<file path="config.mk">
export PLATFORM = sky130hd
export DESIGN_NAME = mmio_timer
export DESIGN_NICKNAME = d
export VERILOG_FILES = /design/src/rtl/mmio_timer.sv
export SDC_FILE = /design/constraint.sdc
export NUM_CORES = 1
export LEC_CHECK = 0
export ABC_AREA = 0
export BUFFER_PORTS_ARGS = -buffer_cell sky130_fd_sc_hd__clkbuf_2
export CORE_UTILIZATION = 61
export CTS_CLUSTER_SIZE = 8
export DETAILED_ROUTE_END_ITERATION = 6
export GPL_TIMING_DRIVEN = 0
export PLACE_DENSITY_LB_ADDON = 0.12
export SYNTH_ARGS = -nofsm -noshare
export SYNTH_HDL_FRONTEND = slang
export SYNTH_SLANG_ARGS = --single-unit
export TNS_END_PERCENT = 100
</file>
<file path="constraint.sdc">
create_clock -name clk -period 3.2 [get_ports clk]
set_clock_uncertainty 0.2 [all_clocks]
set_input_delay 0.32 -clock clk [delete_from_list [all_inputs] [get_ports clk]]
set_output_delay 0.32 -clock clk [all_outputs]
set_load 0.01 [all_outputs]
</file>
<file path="src/rtl/mmio_timer.sv">
// mmio_timer: memory-mapped 64-bit machine timer with compare interrupt.
// Optional MTIME high-word snapshot on low-word loads: define MMIO_TIMER_SNAPSHOT_EN.
module mmio_timer #(
    parameter logic [31:0] BASE_ADDR      = 32'h0200_0000,
    parameter logic [15:0] PRESCALE_RESET = 16'd0
) (
    input  logic        clk,
    input  logic        reset_n,
    input  logic        enable_n,
    input  logic        is_write,
    input  logic        is_unsigned,
    input  logic [1:0]  op,
    input  logic [31:0] addr,
    input  logic [31:0] in,
    output logic [31:0] out,
    output logic        op_fault,
    output logic        addr_fault,
    output logic        access_fault_n,
    output logic        irq
);
    logic [63:0] mtime_q, mtime_d, cmp_q, cmp_d;
    logic [1:0]  ctrl_q, ctrl_d;
    logic [15:0] pre_q, pre_d, cnt_q, cnt_d;
    logic [31:0] out_q, out_d;
    logic        irq_q, irq_d;
    logic        active, ok, ld, st, st_time, tick;
    logic [2:0]  idx;
    logic [3:0]  lanes;
    logic [31:0] old_word, rword, shifted, bmask, wdata, new_word, hi_rd;

    assign active         = ~enable_n;
    assign op_fault       = active & (op == 2'b11);
    assign addr_fault     = active & ((op == 2'b01 & addr[0]) | (op == 2'b10 & (addr[1:0] != 2'b00)));
    assign access_fault_n = ~(active & (addr[31:5] != BASE_ADDR[31:5]));
    assign ok             = active & ~op_fault & ~addr_fault & access_fault_n;
    assign ld             = ok & ~is_write;
    assign st             = ok & is_write;
    assign idx            = addr[4:2];
    assign out            = out_q;
    assign irq            = irq_q;

`ifdef MMIO_TIMER_SNAPSHOT_EN
    logic [31:0] shadow_q;
    // Capture the pre-edge high word whenever software reads the low word
    always_ff @(posedge clk or negedge reset_n)
        if (!reset_n) shadow_q <= '0;
        else if (ld && idx == 3'd0) shadow_q <= mtime_q[63:32];
    assign hi_rd = shadow_q;
`else
    assign hi_rd = mtime_q[63:32];
`endif

    // Live register word at the addressed slot; reserved slots read zero
    always_comb begin
        case (idx)
            3'd0:    old_word = mtime_q[31:0];
            3'd1:    old_word = mtime_q[63:32];
            3'd2:    old_word = cmp_q[31:0];
            3'd3:    old_word = cmp_q[63:32];
            3'd4:    old_word = {30'd0, ctrl_q};
            3'd5:    old_word = {16'd0, pre_q};
            default: old_word = '0;
        endcase
    end

    assign rword    = (idx == 3'd1) ? hi_rd : old_word;
    assign shifted  = rword >> {addr[1:0], 3'b000};
    assign lanes    = (op == 2'b00) ? (4'b0001 << addr[1:0]) : (op == 2'b01) ? (4'b0011 << addr[1:0]) : 4'b1111;
    assign bmask    = {{8{lanes[3]}}, {8{lanes[2]}}, {8{lanes[1]}}, {8{lanes[0]}}};
    assign wdata    = (op == 2'b00) ? {4{in[7:0]}} : (op == 2'b01) ? {2{in[15:0]}} : in;
    assign new_word = (old_word & ~bmask) | (wdata & bmask);
    // A store to MTIME or PRESCALE pre-empts the tick and restarts the prescaler
    assign st_time  = st & (idx == 3'd0 | idx == 3'd1 | idx == 3'd5);
    assign tick     = ctrl_q[0] & (cnt_q == pre_q) & ~st_time;

    // Next-state: stores override ticking, loads update the read register
    always_comb begin
        mtime_d = tick ? mtime_q + 64'd1 : mtime_q;
        if (st && idx == 3'd0) mtime_d[31:0] = new_word;
        if (st && idx == 3'd1) mtime_d[63:32] = new_word;
        cmp_d = cmp_q;
        if (st && idx == 3'd2) cmp_d[31:0] = new_word;
        if (st && idx == 3'd3) cmp_d[63:32] = new_word;
        ctrl_d = (st && idx == 3'd4) ? new_word[1:0] : ctrl_q;
        pre_d  = (st && idx == 3'd5) ? new_word[15:0] : pre_q;
        cnt_d  = (st_time | tick) ? 16'd0 : ctrl_q[0] ? cnt_q + 16'd1 : cnt_q;
        out_d  = !ld ? out_q :
                 (op == 2'b00) ? {{24{~is_unsigned & shifted[7]}}, shifted[7:0]} :
                 (op == 2'b01) ? {{16{~is_unsigned & shifted[15]}}, shifted[15:0]} : shifted;
        irq_d  = ctrl_q[1] & (mtime_q >= cmp_q);
    end

    // State registers with asynchronous reset
    always_ff @(posedge clk or negedge reset_n)
        if (!reset_n) begin
            mtime_q <= '0;
            cmp_q   <= '1;
            ctrl_q  <= '0;
            pre_q   <= PRESCALE_RESET;
            cnt_q   <= '0;
            out_q   <= '0;
            irq_q   <= 1'b0;
        end else begin
            mtime_q <= mtime_d;
            cmp_q   <= cmp_d;
            ctrl_q  <= ctrl_d;
            pre_q   <= pre_d;
            cnt_q   <= cnt_d;
            out_q   <= out_d;
            irq_q   <= irq_d;
        end
endmodule

</file>
Word level (Yosys, flattened, before mapping)
Cells that the tools add are included.
Storage, ports and cells
  output and inout bits: 36
  bits of input ports: 71
  logic and storage cells: 81
  bits in registers: 195
Operators by class
  $lt $le $gt $ge: 1
  equal/unequal tests: 10
  reduce and logical (&&, ||, !) cells: 12
  bitwise gates (word level): 31
  mux-type cells: 13
  add/sub/neg operators: 2
  shift operators: 3
Operators with widths (number)
  $mux W32: 7
  $pmux W32 S6: 1
  $add A64 B1 Y64 const B: 1
  $and A32 B32 Y32: 2
  $ge A64 B64 Y1: 1
  $mux W64: 1
  $mux W16: 2
  $not A32 Y32: 1
  $or A32 B32 Y32: 1
  $shr A32 B5 Y32: 1
  $ne A27 B21 Y1 const B: 1
  $add A16 B1 Y16 const B: 1
  $and A1 B1 Y1: 16
  $eq A16 B16 Y1: 1
  $mux W4: 2
  $reduce_bool A2 Y1: 4
  $not A1 Y1: 7
  $eq A3 B2 Y1 const B: 2
  $eq A3 B3 Y1 const B: 2
  $logic_and A1 B1 Y1: 6
  $eq A2 B2 Y1 const B: 2
  $or A1 B1 Y1: 4
  $shl A1 B2 Y4 const A: 1
  $shl A2 B2 Y4 const A: 1
  4 further kinds: 4

Depth between registers and ports, before layout
Gate-level depths: netlist (run 1).
  word-level depth: 13
  mapped depth: 12
  gate-level depth less buffers: 9

Worst setup path after synthesis (run 1)
Ideal clock, no wire load.
  path type: input to register
  from: input port addr[0]
  to: register mtime_q[47]
  setup slack: 0.236 ns
  data arrival time: 2.619 ns
  library setup time: 0.144 ns
  path buffers: 3
  stages on the path: 12
  cells stage by stage: clkinv_1 -> clkbuf_1 -> ha_1 -> nor2b_1 -> o22a_1 -> nor4_2 -> a311o_1 -> buf_2 -> buf_2 -> a21oi_1 -> o21ai_0 -> o221ai_1
Between the ends
  cells in the longest elaborated chain, start to end: 12
  elaborated cells between the ends (all ways): 23
  those cells by class: 2 x shift; 3 x mux; 15 x bitwise; 3 x reduce/logical
RTL lines
  start, declared: line 13  | input logic [31:0] addr,
  $reduce_bool A2 Y1: line 33  | assign addr_fault = active & ((op == 2'b01 & addr[0]) | (op == 2'b10 & (addr[1:0] != 2'b00)));
  $and A1 B1 Y1: line 33
  $or A1 B1 Y1: line 33
  $and A1 B1 Y1: line 33
  $not A1 Y1: line 35  | assign ok = active & ~op_fault & ~addr_fault & access_fault_n;
  $and A1 B1 Y1 (2 in a row): line 35
  $and A1 B1 Y1: line 37  | assign st = ok & is_write;
  $and A1 B1 Y1: line 73  | assign st_time = st & (idx == 3'd0 | idx == 3'd1 | idx == 3'd5);
  $not A1 Y1: line 74  | assign tick = ctrl_q[0] & (cnt_q == pre_q) & ~st_time;
  $and A1 B1 Y1: line 74
  $reduce_bool A2 Y1 (no source line)
  end signal, assigned: line 104  | mtime_q <= mtime_d;
  end, declared: line 21  | logic [63:0] mtime_q, mtime_d, cmp_q, cmp_d;
Several ways; a longest one is shown, not always the timed one.
A chain may end at the register's enable or synchronous reset.

Worst setup path after layout (run 1)
  from: input port addr[3]
  to: register mtime_q[36]
Between the ends
  cells in the longest elaborated chain, start to end: 7
  elaborated cells between the ends (all ways): 17
  those cells by class: 5 x eq/ne; 2 x mux; 7 x bitwise; 3 x reduce/logical
RTL lines (line)
  $eq A3 B1 Y1 or $logic_not A3 Y1 (tied branches): 55, 73, 80
  $or A1 B1 Y1 (2 in a row): 73
  $and A1 B1 Y1: 73
  $not A1 Y1: 74
  $and A1 B1 Y1: 74
  $reduce_bool A2 Y1 (no source line)
Several ways; a longest one is shown, not always the timed one.

==> flow_summary_export.csv, run 1 <==
group,metric,value,unit
synthesis,fraction_of_synthesis_flops_using_an_asynchronous_set_or_reset_pin,100,%
worst_setup_path,startpoint_type,"input port",
route,wire_length_reported_by_the_detailed_router,48200,um
synthesis,yosysTopAreaCellShare,24.6,%
synthesis,synth_simple_gate_area_share,19.6,%
power_and_ir_drop,design_power_total,5260,uW
worst_setup_path,crit_path_cell_trace,"buf_2 > buf_2 > clkdlybuf4s15_2 > clkbuf_2 > o2bb2ai_1 > a22oi_1 > nor2_1 > a21oi_1 > o32a_1 > nand2_1",
timing,worst-slew-pin-transition,1.07,ns
placement,routabilityCongestion,1.00,
final_layout,multi_input_comb_area,0.00782,mm2
worst_setup_path,cp_slowest_stage_delay,0.59,ns
grt,grt_start_max_net_pins,80,
synthesis,combinational_family_with_the_most_area_after_synthesis,"compound AO/OA/AOI/OAI gates",
synthesis,ys.flop_type,"sky130_fd_sc_hd__dfrtp_1",
timing,rsz0062_at_grt,"true",
clock_tree,cts_num_sinks,195,
floorplan,floorplan.die.width,150,um
clock_tree,tritoncts_clock_tree,"yes",
synthesis,synth_sequential_area_ratio,37.2,%
grt,grt_pass1_vias,12676,
synthesis,synth.top_cells.by_count,"233 x sky130_fd_sc_hd__nand2_1, 165 x sky130_fd_sc_hd__o21ai_0, 131 x sky130_fd_sc_hd__dfrtp_1",
timing,min_period,3.14,ns
worst_setup_path,crit_slowest_cell,"sky130_fd_sc_hd__clkdlybuf4s15_2",
clock_tree,cts.path.max_buffers,2,
floorplan,floorplan.initialDensity,62.8,%
synthesis,postSynthCellCount,1566,
grt,antenna_violations_before_repair,0,
synthesis,synth_xor_xnor_area_share,3.68,%
worst_setup_path,timing.critical_path.required,3.36,ns
grt,grt.total_usage,44.1,%
worst_setup_path,cp_class,"input port to flip-flop",
final_layout,layout.area.seq,0.00496,mm2
worst_setup_path,endpoint_class_of_the_critical_path,"flip-flop",
timing,whs,0.143,ns
timing,slew_headroom,28.0,%
synthesis,synth_largest_area_cell,"sky130_fd_sc_hd__dfrtp_1",
floorplan,placeableCoreArea,0.0212,mm2
hold_path,worst_hold_path_type,"input port to async pin",
worst_setup_path,critPathMostFrequentCell,"sky130_fd_sc_hd__buf_2",
route,detail_route.iter0.violations,1577,
power_and_ir_drop,leakagePower,0.00619,uW
worst_setup_path,worst-endpoint-arrival,3.31,ns
synthesis,number_of_synthesized_flops_with_an_enable_pin,0,
flow_run,cap_viol_max_count,0,
synthesis,synthAdderAreaFrac,6.57,%
synthesis,synth_cell_types,71,
synthesis,fraction_of_the_mapped_netlist_area_in_compound_gates,20.2,%
placement,number_of_buffer_cells_added_on_primary_ports,101,
synthesis,syn_area,0.0133,mm2
route,antenna_violating_nets_remaining,0,
clock_tree,cts.htree.levels,4,
route,first_pass_iteration_count_of_the_detailed_router,6,
synthesis,ys_seq_elements,195,
final_layout,post_layout_nonfiller_instances,1983,
clock_tree,cts-buffers-inserted,17,
placement,dpl.hpwl,37200,um
synthesis,synth.net_count,1707,
synthesis,netlist_top_cells_area,"sky130_fd_sc_hd__dfrtp_1 25%, sky130_fd_sc_hd__dfstp_2 13%, sky130_fd_sc_hd__ha_1 6.6%, sky130_fd_sc_hd__nand2_1 6.6%, sky130_fd_sc_hd__o21ai_0 6.2%",
power_and_ir_drop,peak_supply_drop,0.279,mV
floorplan,num_rows,53,
clock_tree,clk_pin_slew,0.09,ns
grt,grt_first_pass_wirelength,72800,um
final_layout,fill_cells,1745,
final_layout,final_nets,1836,
timing,timing.final.max_slew_violations,0,
worst_setup_path,worstPathMaxFanout,10,
route,detail_route.wl_per_cell,24.3,um
final_layout,syn2layout_area_growth,13.1,%
power_and_ir_drop,pwr_density_cell,349,mW/mm2
floorplan,die_y_extent,150,um
timing,timing.fmax,0.318,GHz
synthesis,synthMuxAreaShare,7.80,%
synthesis,synth-warning-count,0,
timing,fin_crit_sh,98.2,%
worst_setup_path,cp.buffers_inverters,4,
outcome,outcome,"completed",
worst_setup_path,worst-r2r-cell-count,8,
clock_tree,clock_network_latency_to_the_later_pin_of_the_worst_skew_pair,0.47,ns
placement,dpl-instance-area,0.0142,mm2
worst_setup_path,critical-path-top-delay-family,"buffers and inverters",
clock_tree,cts.root.buffer_cell,"sky130_fd_sc_hd__clkbuf_16",
synthesis,syn_area_per_cell,8.51,um2
worst_setup_path,worst-path-stages,10,
grt,grt_overflow_total,0,
final_layout,final_cell_area,0.0151,mm2
synthesis,synthMostInstantiatedCell,"sky130_fd_sc_hd__nand2_1",
final_layout,final_layout_size_suffix_gt1_share,17.8,%
route,route.vias.total,13390,
route,remaining_drc_errors,0,
floorplan,boundaryPins,107,
timing,report.final.setup_viol,0,
timing,hold_violations,0,
placement,placed_cells_incl_taps,1944,
final_layout,antennaDiodeCount,0,
route,viasPerCell,6.75,
floorplan,overall_die_area,0.0224,mm2
## flip-flops by register name, indices dropped and copies added (netlist names)
| register | flops |
|---|---|
| cmp_q | 64 |
| mtime_q | 64 |
| out | 32 |
| cnt_q | 16 |
| pre_q | 16 |
| ctrl_q | 2 |
| irq | 1 |
## worst register-to-register path, stage by stage (launching register included)
cell                       delay, ns
sky130_fd_sc_hd__dfrtp_1        0.50
sky130_fd_sc_hd__ha_1           0.29
sky130_fd_sc_hd__nand4_1        0.29
sky130_fd_sc_hd__nor4_1         0.44
sky130_fd_sc_hd__nand4_1        0.34
sky130_fd_sc_hd__nor4_4         0.47
sky130_fd_sc_hd__a31oi_1        0.14
sky130_fd_sc_hd__o21ai_0        0.17
sky130_fd_sc_hd__o221ai_1       0.13
## final cells by class
class	instances	area share, %
plain buffers	88	2.55
inverters	84	2.10
flip-flops and latches	195	32.9
multi-input cells	1198	51.9
clock buffers	18	2.91
clock inverters	14	1.06
repair buffers	111	4.28
well taps	275	2.28
## worst paths after layout
check / to / from / slack [ns]
min: cnt_q[4] / reset_n / 0.14
min in group clk: mtime_q[2] / in[2] / 0.19
max reg2reg: mtime_q[56] / mtime_q[1] / 0.07
max: mtime_q[36] / addr[3] / 0.06
max in group asynchronous: cmp_q[54] / reset_n / 1.52
min reg2reg: out[2] / out[2] / 0.29
## power breakdown
part,switching (uW),internal (uW)
Combinational,416,162
Clock,1140,1070
Sequential,0.000114,2470
## through the flow
stage                     setup TNS [ns]  worst slack (ns)  util, %
after CTS                              0            0.0275     70.8
final                                  0            0.0565     71.0
after detailed placement         -162.67             -1.28     67.1
after global routing             -0.0387           -0.0214     71.0
after floorplan                        0             0.236        -
after global placement           -461.62             -2.01     66.8
## cell usage in the layout (no fill, tap or decap), types with 17 or more instances in the layout
master / count
sky130_fd_sc_hd__ha_1: 70
sky130_fd_sc_hd__xor2_1: 21
sky130_fd_sc_hd__xnor2_1: 35
sky130_fd_sc_hd__nand2_1: 233
sky130_fd_sc_hd__clkbuf_1: 58
sky130_fd_sc_hd__nand3_1: 45
sky130_fd_sc_hd__dfrtp_1: 131
sky130_fd_sc_hd__inv_1: 82
sky130_fd_sc_hd__mux2_2: 25
sky130_fd_sc_hd__a22oi_1: 21
sky130_fd_sc_hd__nor2_1: 107
sky130_fd_sc_hd__nor3_1: 23
sky130_fd_sc_hd__nand4_1: 38
sky130_fd_sc_hd__clkbuf_2: 113
sky130_fd_sc_hd__dfstp_2: 64
sky130_fd_sc_hd__a21oi_1: 101
sky130_fd_sc_hd__clkbuf_16: 17
sky130_fd_sc_hd__o21ai_0: 164
sky130_fd_sc_hd__mux2i_1: 41
sky130_fd_sc_hd__o22a_1: 21
## timing repair
action	in CTS	in global routing
resized for setup	27	31
gates cloned	0	0
hold buffers	1	0
endpoints found under the hold margin	49	0
endpoints found under the setup margin	176	110
pin swaps	4	1
buffers inserted	7	0
## cells by family after synthesis
group / after synthesis
AO/OA/AOI/OAI: 435
XOR/XNOR: 56
adder cells (fa/ha/maj): 70
buffers and inverters: 173
flip-flops: 195
multiplexers: 82
AND/OR/NAND/NOR: 555
## metal layers
layer / part of all wire [%] / GRT usage (%)
met5: 0 / 0
met4: 4.8 / 19.2
met3: 13 / 11.0
met2: 43 / 66.6
met1: 39 / 60.1
Power figures use the tool's default switching activity.
==> run 2, diff against run 1 <==
--- a/config.mk
+++ b/config.mk
@@ -7,7 +7,9 @@
 export LEC_CHECK = 0
 export ABC_AREA = 0
 export BUFFER_PORTS_ARGS = -buffer_cell sky130_fd_sc_hd__clkbuf_2
-export CORE_UTILIZATION = 61
+export CAP_MARGIN = 20
+export CORE_MARGIN = 4
+export CORE_UTILIZATION = 55
 export CTS_CLUSTER_SIZE = 8
 export DETAILED_ROUTE_END_ITERATION = 6
 export GPL_TIMING_DRIVEN = 0
==> constraint.sdc (replaced) <==
create_clock -name clk -period 2.8 [get_ports clk]
set_clock_uncertainty 0.2 [all_clocks]
set_input_delay 0.28 -clock clk [delete_from_list [all_inputs] [get_ports clk]]
set_output_delay 0.28 -clock clk [all_outputs]
set_load 0.01 [all_outputs]
==> flow_summary_export.csv, run 2 (synthesis results as in run 1) <==
group,metric,value,unit
floorplan,num_rows,56,
clock_tree,tritoncts_clock_tree,"yes",
clock_tree,clk_pin_slew,0.08,ns
floorplan,die_y_extent,164,um
clock_tree,cts.root.buffer_cell,"sky130_fd_sc_hd__clkbuf_16",
clock_tree,cts_num_sinks,195,
timing,timing.final.max_slew_violations,0,
route,remaining_drc_errors,0,
final_layout,antennaDiodeCount,0,
route,wire_length_reported_by_the_detailed_router,50300,um
route,antenna_violating_nets_remaining,0,
power_and_ir_drop,pwr_density_cell,375,mW/mm2
final_layout,mostFrequentLayoutCells,"231 x sky130_fd_sc_hd__nand2_1, 140 x sky130_fd_sc_hd__o21ai_0, 125 x sky130_fd_sc_hd__dfrtp_1",
grt,grt_pass1_vias,12650,
placement,number_of_buffer_cells_added_on_primary_ports,101,
floorplan,placeableCoreArea,0.0237,mm2
worst_setup_path,r2r_slack,-0.18,ns
power_and_ir_drop,peak_supply_drop,0.325,mV
timing,min_period,2.98,ns
worst_setup_path,startpoint_type,"flip-flop",
final_layout,syn2layout_area_growth,19.4,%
timing,rsz0062_at_grt,"true",
outcome,outcome,"finished with violations",
power_and_ir_drop,leakagePower,0.00644,uW
placement,routabilityCongestion,1.08,
grt,grt.total_usage,37.0,%
grt,grt_start_max_net_pins,75,
clock_tree,cts-buffers-inserted,17,
floorplan,floorplan.initialDensity,56.3,%
timing,setup_tns,-4.14,ns
timing,hold_violations,0,
placement,dpl.hpwl,37500,um
timing,timing.fmax,0.336,GHz
worst_setup_path,cp_class,"flip-flop to flip-flop",
timing,fin_crit_sh,106,%
outcome,failed_checks,"setup timing",
grt,antenna_violations_before_repair,0,
route,detail_route.wl_per_cell,24.4,um
grt,grt_overflow_total,0,
final_layout,layout.cells.most_common,"sky130_fd_sc_hd__nand2_1",
route,viasPerCell,6.55,
worst_setup_path,crit-reg2reg-launch,"pre_q[13]",
floorplan,floorplan.die.width,164,um
worst_setup_path,worst-endpoint-arrival,3.14,ns
timing,slew_headroom,18.0,%
timing,postLayoutSetupSlackWorst,-0.176,ns
route,first_pass_iteration_count_of_the_detailed_router,6,
timing,worst-slew-pin-transition,1.22,ns
placement,post-place-ws,-1.39,ns
timing,report.final.setup_viol,58,
clock_tree,cts.path.max_buffers,2,
floorplan,overall_die_area,0.0268,mm2
hold_path,worst_hold_path_type,"input port to async pin",
clock_tree,cts.htree.levels,4,
flow_run,cap_viol_max_count,0,
grt,grt_first_pass_wirelength,74900,um
worst_setup_path,crit_path_start,"pre_q[13]",
floorplan,boundaryPins,107,
final_layout,final_nets,1866,
worst_setup_path,timing.critical_path.required,2.96,ns
worst_setup_path,endpoint_class_of_the_critical_path,"flip-flop",
final_layout,final_layout_size_suffix_gt1_share,24.1,%
route,detail_route.iter0.violations,1696,
worst_setup_path,worstPathMaxFanout,5,
route,route.vias.total,13481,
clock_tree,clock_network_latency_to_the_later_pin_of_the_worst_skew_pair,0.46,ns
final_layout,post_route_core_utilization,67.2,%
==> run 2: changes by cell type in the layout (fill, tap and decap cells not counted), sizes merged <==
cell / before / now
buf: 22 / 58
clkinv: 10 / 5
clkbuf: 193 / 191
clkinvlp: 0 / 2
clkdlybuf4s15: 1 / 0
==> run 2: repair_timing <==
item / CTS / global route
hold buffers: 1 / 0
setup endpoints to repair: 187 / 152
pin swaps: 9 / 22
endpoints found under the hold margin: 57 / 0
resized for setup: 111 / 113
gates cloned: 0 / 2
buffers inserted: 23 / 11
==> run 2: metrics by stage <==
stage,total power (uW),instances,hold slack [ns],cell area [um2]
2_1_floorplan,3180,1566,-0.216,13300
4_1_cts,5940,2044,0.143,15400
6_report,5960,2057,0.124,15900
5_1_grt,6130,2057,0.132,15900
3_5_place_dp,3500,1988,0.0562,14300
3_3_place_gp,3490,1986,0.258,14200
==> run 2: layout make-up <==
| type | count | area (um2) |
|---|---|---|
| buffer | 89 | 479 |
| sequential | 195 | 4970 |
| fill | 1964 | 7780 |
| timing repair buffer | 140 | 902 |
| clock buffer | 21 | 470 |
| clock inverter | 11 | 91.3 |
| tap | 319 | 399 |
| multi-input combinational | 1198 | 8280 |
| inverter | 84 | 317 |
==> run 2: report_power, final <==
| part | switching [uW] | internal (uW) |
|---|---|---|
| logic | 488 | 193 |
| registers | 0.000137 | 2820 |
| clock network | 1230 | 1230 |
| total | 1720 | 4240 |
==> run 2: path summary, 6_finish.rpt <==
check / end / depth (start not counted)
max: mtime_q[60] / 6
min in group clk: mtime_q[5] / 3
max in group asynchronous: cmp_q[61] / 4
min reg2reg: out[7] / 2
min: cnt_q[4] / 2
max reg2reg: mtime_q[60] / 6
==> run 2: worst max-delay path, cell delays in order, from the launching register on <==
cell and delay (ns):
sky130_fd_sc_hd__dfrtp_1 0.42, sky130_fd_sc_hd__xor2_2 0.20, sky130_fd_sc_hd__or4b_4 0.53, sky130_fd_sc_hd__or2_4 0.25, sky130_fd_sc_hd__a311o_2 0.47, sky130_fd_sc_hd__or4_4 0.53, sky130_fd_sc_hd__o311ai_4 0.28
==> run 2: routing by layer <==
| metal | global-route usage [%] | wire [um] |
|---|---|---|
| met3 | 7.95 | 6160 |
| met2 | 55.5 | 21800 |
| met1 | 52.6 | 20300 |
| met5 | 0 | 0 |
| met4 | 14.4 | 2010 |
